File: config.mk
export PLATFORM = sky130hd
export DESIGN_NAME = gbus_req_node_flat
export DESIGN_NICKNAME = d
export VERILOG_FILES = /design/src/rtl/gbus_req_node_if.sv /design/src/rtl/gbus_req_node.sv /design/src/flat_wrapper.sv
export SDC_FILE = /design/constraint.sdc
export NUM_CORES = 1
export LEC_CHECK = 0
export ABC_CLOCK_PERIOD_IN_PS = 2800
export CAP_MARGIN = 20
export CORE_MARGIN = 2
export CORE_UTILIZATION = 55
export CTS_CLUSTER_DIAMETER = 200
export DETAILED_ROUTE_END_ITERATION = 7
export GPL_ROUTABILITY_DRIVEN = 0
export HOLD_SLACK_MARGIN = 0.15
export PLACE_DENSITY_LB_ADDON = 0.25
export SKIP_CTS_REPAIR_TIMING = 1
export SLEW_MARGIN = 20
export SYNTH_ARGS = -nofsm -noshare
export SYNTH_HDL_FRONTEND = slang
export SYNTH_SLANG_ARGS = --single-unit
export TNS_END_PERCENT = 20
File: constraint.sdc
create_clock -name clk -period 2.8 [get_ports clk]
set_input_delay 0.7 -clock clk [delete_from_list [all_inputs] [get_ports clk]]
set_output_delay 0.7 -clock clk [all_outputs]
set_load 0.01 [all_outputs]
File: src/rtl/gbus_req_node_if.sv
// rtl/gbus_req_node_if.sv - gbus requester handshake bundle: local beat input, arbiter req/grant, gbus drive
interface gbus_req_node_if #(
  parameter int DATA_WIDTH = 32,
  parameter int ADDR_WIDTH = 8
);
  logic                  in_valid;
  logic                  in_ready;
  logic [ADDR_WIDTH-1:0] in_addr;
  logic [DATA_WIDTH-1:0] in_data;
  logic                  req;
  logic                  grant;
  logic                  bus_valid;
  logic [ADDR_WIDTH-1:0] bus_addr;
  logic [DATA_WIDTH-1:0] bus_data;

  modport master (
    input  in_valid, in_addr, in_data, grant,
    output in_ready, req, bus_valid, bus_addr, bus_data
  );

  modport slave (
    output in_valid, in_addr, in_data, grant,
    input  in_ready, req, bus_valid, bus_addr, bus_data
  );
endinterface

File: src/rtl/gbus_req_node.sv
// rtl/gbus_req_node.sv - gbus requester node: beat FIFO, req FSM, one-cycle grant-to-bus drive
// Optional starvation detector enabled by defining GBUS_REQ_TIMEOUT_EN.
module gbus_req_node #(
  parameter int DATA_WIDTH  = 32,
  parameter int ADDR_WIDTH  = 8,
  parameter int FIFO_DEPTH  = 4,
  parameter int TIMEOUT_CYC = 64
) (
  input  logic          clk,
  input  logic          rst_n,
  gbus_req_node_if.master bus,
  output logic [15:0]   sent_cnt,
  output logic          starve_err
);
  localparam int PW = $clog2(FIFO_DEPTH);
  localparam int CW = PW + 1;
  localparam int EW = ADDR_WIDTH + DATA_WIDTH;

  typedef enum logic {S_IDLE, S_REQ} state_t;

  state_t                state;
  logic                  req_q;
  logic                  bus_valid_q;
  logic [ADDR_WIDTH-1:0] bus_addr_q;
  logic [DATA_WIDTH-1:0] bus_data_q;
  logic [EW-1:0]         mem [FIFO_DEPTH];
  logic [EW-1:0]         head;
  logic [PW-1:0]         wr_ptr;
  logic [PW-1:0]         rd_ptr;
  logic [CW-1:0]         count;
  logic [CW-1:0]         count_nxt;
  logic                  push;
  logic                  pop;

  // in_ready looks only at the stored count so a full FIFO never accepts on a popping edge
  assign bus.in_ready = (count != CW'(FIFO_DEPTH));
  assign push         = bus.in_valid && bus.in_ready;
  assign pop          = req_q && bus.grant;
  assign count_nxt    = count + CW'(push) - CW'(pop);
  assign head         = mem[rd_ptr];

  assign bus.req       = req_q;
  assign bus.bus_valid = bus_valid_q;
  assign bus.bus_addr  = bus_addr_q;
  assign bus.bus_data  = bus_data_q;

  always_ff @(posedge clk) begin
    if (push) begin
      mem[wr_ptr] <= {bus.in_addr, bus.in_data};
    end
  end

  always_ff @(posedge clk or negedge rst_n) begin
    if (!rst_n) begin
      state       <= S_IDLE;
      req_q       <= 1'b0;
      wr_ptr      <= '0;
      rd_ptr      <= '0;
      count       <= '0;
      bus_valid_q <= 1'b0;
      bus_addr_q  <= '0;
      bus_data_q  <= '0;
      sent_cnt    <= '0;
    end else begin
      if (push) begin
        wr_ptr <= wr_ptr + PW'(1);
      end
      if (pop) begin
        rd_ptr <= rd_ptr + PW'(1);
      end
      count <= count_nxt;

      case (state)
        S_IDLE: begin
          if (count_nxt != '0) begin
            state <= S_REQ;
            req_q <= 1'b1;
          end
        end
        S_REQ: begin
          if (pop && !push && count == CW'(1)) begin
            state <= S_IDLE;
            req_q <= 1'b0;
          end
        end
        default: begin
          state <= S_IDLE;
          req_q <= 1'b0;
        end
      endcase

      // Bus registers hold zero whenever no beat is being driven
      if (pop) begin
        bus_valid_q <= 1'b1;
        bus_addr_q  <= head[EW-1:DATA_WIDTH];
        bus_data_q  <= head[DATA_WIDTH-1:0];
        sent_cnt    <= sent_cnt + 16'd1;
      end else begin
        bus_valid_q <= 1'b0;
        bus_addr_q  <= '0;
        bus_data_q  <= '0;
      end
    end
  end

`ifdef GBUS_REQ_TIMEOUT_EN
  localparam int WW = $clog2(TIMEOUT_CYC) + 1;
  logic [WW-1:0] wait_cnt;

  always_ff @(posedge clk or negedge rst_n) begin
    if (!rst_n) begin
      wait_cnt   <= '0;
      starve_err <= 1'b0;
    end else if (req_q && !bus.grant) begin
      if (wait_cnt != WW'(TIMEOUT_CYC)) begin
        wait_cnt <= wait_cnt + WW'(1);
      end
      if (wait_cnt >= WW'(TIMEOUT_CYC - 1)) begin
        starve_err <= 1'b1;
      end
    end else begin
      wait_cnt <= '0;
    end
  end
`else
  assign starve_err = 1'b0;
`endif
endmodule
File: src/flat_wrapper.sv
// flat-port wrapper written by rule: the top's interface ports become plain ports
module gbus_req_node_flat 
#(
  parameter int DATA_WIDTH  = 32,
  parameter int ADDR_WIDTH  = 8,
  parameter int FIFO_DEPTH  = 4,
  parameter int TIMEOUT_CYC = 64
)
  (clk, rst_n, sent_cnt, starve_err, bus_in_valid, bus_in_addr, bus_in_data, bus_grant, bus_in_ready, bus_req, bus_bus_valid, bus_bus_addr, bus_bus_data);
  gbus_req_node_if #(.DATA_WIDTH(DATA_WIDTH), .ADDR_WIDTH(ADDR_WIDTH)) bus_i ();
  input  logic clk;
  input  logic rst_n;
  output logic [15:0] sent_cnt;
  output logic starve_err;
  input wire logic [$bits(bus_i.in_valid)-1:0] bus_in_valid;
  input wire logic [$bits(bus_i.in_addr)-1:0] bus_in_addr;
  input wire logic [$bits(bus_i.in_data)-1:0] bus_in_data;
  input wire logic [$bits(bus_i.grant)-1:0] bus_grant;
  output wire logic [$bits(bus_i.in_ready)-1:0] bus_in_ready;
  output wire logic [$bits(bus_i.req)-1:0] bus_req;
  output wire logic [$bits(bus_i.bus_valid)-1:0] bus_bus_valid;
  output wire logic [$bits(bus_i.bus_addr)-1:0] bus_bus_addr;
  output wire logic [$bits(bus_i.bus_data)-1:0] bus_bus_data;
  assign bus_i.in_valid = bus_in_valid;
  assign bus_i.in_addr = bus_in_addr;
  assign bus_i.in_data = bus_in_data;
  assign bus_i.grant = bus_grant;
  assign bus_in_ready = bus_i.in_ready;
  assign bus_req = bus_i.req;
  assign bus_bus_valid = bus_i.bus_valid;
  assign bus_bus_addr = bus_i.bus_addr;
  assign bus_bus_data = bus_i.bus_data;
  gbus_req_node #(.DATA_WIDTH(DATA_WIDTH), .ADDR_WIDTH(ADDR_WIDTH), .FIFO_DEPTH(FIFO_DEPTH), .TIMEOUT_CYC(TIMEOUT_CYC)) u_core (.clk(clk), .rst_n(rst_n), .bus(bus_i), .sent_cnt(sent_cnt), .starve_err(starve_err));
endmodule
==> impl_metrics.env <==
export IMPL_crit_chain="or3b_1 > clkdlybuf4s50_1"
export IMPL_dr_pass1_iters=6
export IMPL_die_area_um2=16100
export IMPL_port_buffers=102
export IMPL_ys_warn_count=0
export IMPL_syn_avg_cell_area_um2=20.8
export IMPL_wl_um=14100
export IMPL_register_area_um2=6460
export IMPL_fin_area_um2=10300
export IMPL_critPathRequiredTime_ns=2.10
export IMPL_ys_types=31
export IMPL_layoutNonFillerInstCount=722
export IMPL_antennaDiodeCount=0
export IMPL_fillers=923
export IMPL_crit_buf_inv=1
export IMPL_grt_overflow=0
export IMPL_die_x_um=127
export IMPL_avgRoutedWirePerCell_um=19.6
export IMPL_grt_pass1_vias=4341
export IMPL_multiInputGateArea_um2=1680
export IMPL_drv_cap=0
export IMPL_critical_path_top_delay_family="buffers and inverters"
export IMPL_syn2layout_area_growth_pct=24.5
export IMPL_ys_seq_area_share_pct=77.8
export IMPL_numCtsBuffers=23
export IMPL_min_period_ns=2.57
export IMPL_crit_start="u_core.count[1]"
export IMPL_fin_ws_ns=0.225
export IMPL_cts_tree="yes"
export IMPL_grt_pass1_wl_um=22900
export IMPL_clock_root_buffer="clkbuf_16"
export IMPL_max_stage_delay_ns=0.52
export IMPL_synth_seq_cells=226
export IMPL_grt_start_max_net_pins=57
export IMPL_grt_use_total_pct=18.3
export IMPL_dr_total_vias=3944
export IMPL_mostFrequentLayoutCells="edfxtp_1 (160), clkdlybuf4s50_1 (101), dfrtp_1 (64)"
export IMPL_skew_ns=0.0102
export IMPL_power_per_cell_area_nw_per_um2=935
export IMPL_initial_core_util_pct=56.6
export IMPL_rsz0062_at_grt="false"
export IMPL_hp_class="in2async"
export IMPL_worstSetupPathType="reg2out"
export IMPL_timing_rr_start="u_core.count[1]"
export IMPL_finalPower_uw=9660
export IMPL_ioPinCount=104
export IMPL_synth_nets=449
export IMPL_hold_violations=0
export IMPL_clock_path_buffers=3
export IMPL_status="completed"
export IMPL_p_leak_uw=0.00379
export IMPL_netlist_area_um2=8290
export IMPL_dp_slack_ns=-0.0332
export IMPL_core_area_um2=14600
export IMPL_drive_above_1_share_pct=17.7
export IMPL_synth_largest_area_cell="edfxtp_1"
export IMPL_nets=572
export IMPL_ant_nets=0
export IMPL_final_common_cell="edfxtp_1"
export IMPL_arrival_ns=1.87
export IMPL_dpl_cell_area_um2=9570
export IMPL_die_y_um=127
export IMPL_tightest_slew_ns=0.742
export IMPL_setup_viol=0
export IMPL_critPathCaptureType="output port"
export IMPL_routed_via_density=5.46
export IMPL_cp_max_fo=6
export IMPL_slowest_stage="clkdlybuf4s50_1"
export IMPL_fmax_mhz=388
export IMPL_rows=44
export IMPL_drcViolationCount=0
export IMPL_ys_top_cells_by_area="edfxtp_1 (58%), dfrtp_1 (20%), mux4_2 (10%)"
export IMPL_drtIter0Drc=181
export IMPL_period_share_pct=92.0
export IMPL_dpl_cell_count=680
export IMPL_post_dp_hpwl_um=7990
export IMPL_clk_latency_ns=0.49
export IMPL_fin_util_pct=70.5
export IMPL_slew_headroom_pct=50.6
export IMPL_htreeDepth=1
export IMPL_final_max_slew_violation_count=0
export IMPL_netlist_instances=398
export IMPL_cts_clk_slew_worst_paths_ns=0.06
export IMPL_cts_sinks=226
export IMPL_ir_drop_mv=0.531
export IMPL_synth_top_area_share_pct=57.9
export IMPL_antenna_found_initial=0
export IMPL_start_kind="flop"
[worst paths after layout]
kind | slack (ns) | cells past startpoint | endpoint
setup / recovery | 0.23 | 2 | bus_in_ready
hold reg to reg | 0.47 | 1 | u_core.sent_cnt[15]
setup reg to reg | 0.34 | 8 | u_core.bus.req
max in group asynchronous | 1.84 | 2 | u_core.bus.bus_data[11]
hold / removal | 0.28 | 1 | u_core.count[2]
min in group clk | 0.47 | 1 | u_core.sent_cnt[15]
[synth_stat cells]
cell type	instances
a21oi_1	1
a221oi_1	1
and2_1	40
and2_4	1
and3_1	5
and4_1	1
and4b_1	1
buf_12	4
buf_2	6
buf_4	1
buf_6	1
clkbuf_1	4
conb_1	1
dfrtp_1	66
edfxtp_1	160
fa_1	1
ha_1	6
inv_1	5
mux4_1	2
mux4_2	38
nand2_1	12
nand2b_1	1
nand3_1	6
nand4_1	5
nor2_1	3
nor3_2	2
nor4_1	2
o21ai_0	1
or3b_1	1
xnor2_1	16
xor2_1	4
[worst reg2reg max path, delay by kind of cell (launching register included)]
family	cells	cell delay, ns
adder cells (fa/ha/maj)	2	0.58
AND/OR/NAND/NOR	3	0.74
AO/OA/AOI/OAI	1	0.20
flip-flops	1	0.42
XOR/XNOR	2	0.43
[flip-flops by register name, indices dropped and copies added (netlist names)]
signal                count
u_core.mem              160
u_core.wr_ptr             2
u_core.bus.bus_data      32
u_core.count              3
u_core.bus.bus_addr       8
u_core.rd_ptr             2
u_core.state              1
u_core.bus.req            1
u_core.sent_cnt          16
u_core.bus.bus_valid      1
[metal layers]
metal  global-route usage (%)  share of wire, %
met1                     24.6                43
met2                     31.5                51
met3                     3.67               4.7
met4                     4.20               1.4
met5                        0                 0
[power by group]
part | internal (uW) | switching (uW) | leakage (uW)
sequential | 4260 | 402 | 0.00236
clock | 1810 | 1190 | 0.000371
combinational | 1130 | 864 | 0.00107
[logic make-up (layout without fill, tap and decap cells)]
group           Yosys count  in the layout  share of synthesized area [%]
compound gates            3              3                          0.226
xor+xnor                 20             20                           2.11
fa+ha+maj                 7              7                           1.15
buf+inv                  21            161                           1.96
flops                   226            226                           77.8
mux                      40             40                           11.0
other cells               1              1                         0.0452
simple gates             80             80                           5.72
[metrics by stage]
stage	hold slack, ns	setup TNS (ns)
5_1_grt	0.337	0
3_5_place_dp	0.463	-0.0332
4_1_cts	0.304	0
3_3_place_gp	0.462	0
2_1_floorplan	0.404	0
6_report	0.283	0
[layout make-up]
class                   count  area share (%)
clock buffers              28            5.85
clock inverters            14            1.43
inverters                   5           0.182
multi-input cells         151            16.3
flip-flops and latches    226            62.6
well taps                 184            2.23
repair buffers            114            11.5
No activity file was read; power rests on OpenSTA's default activity.
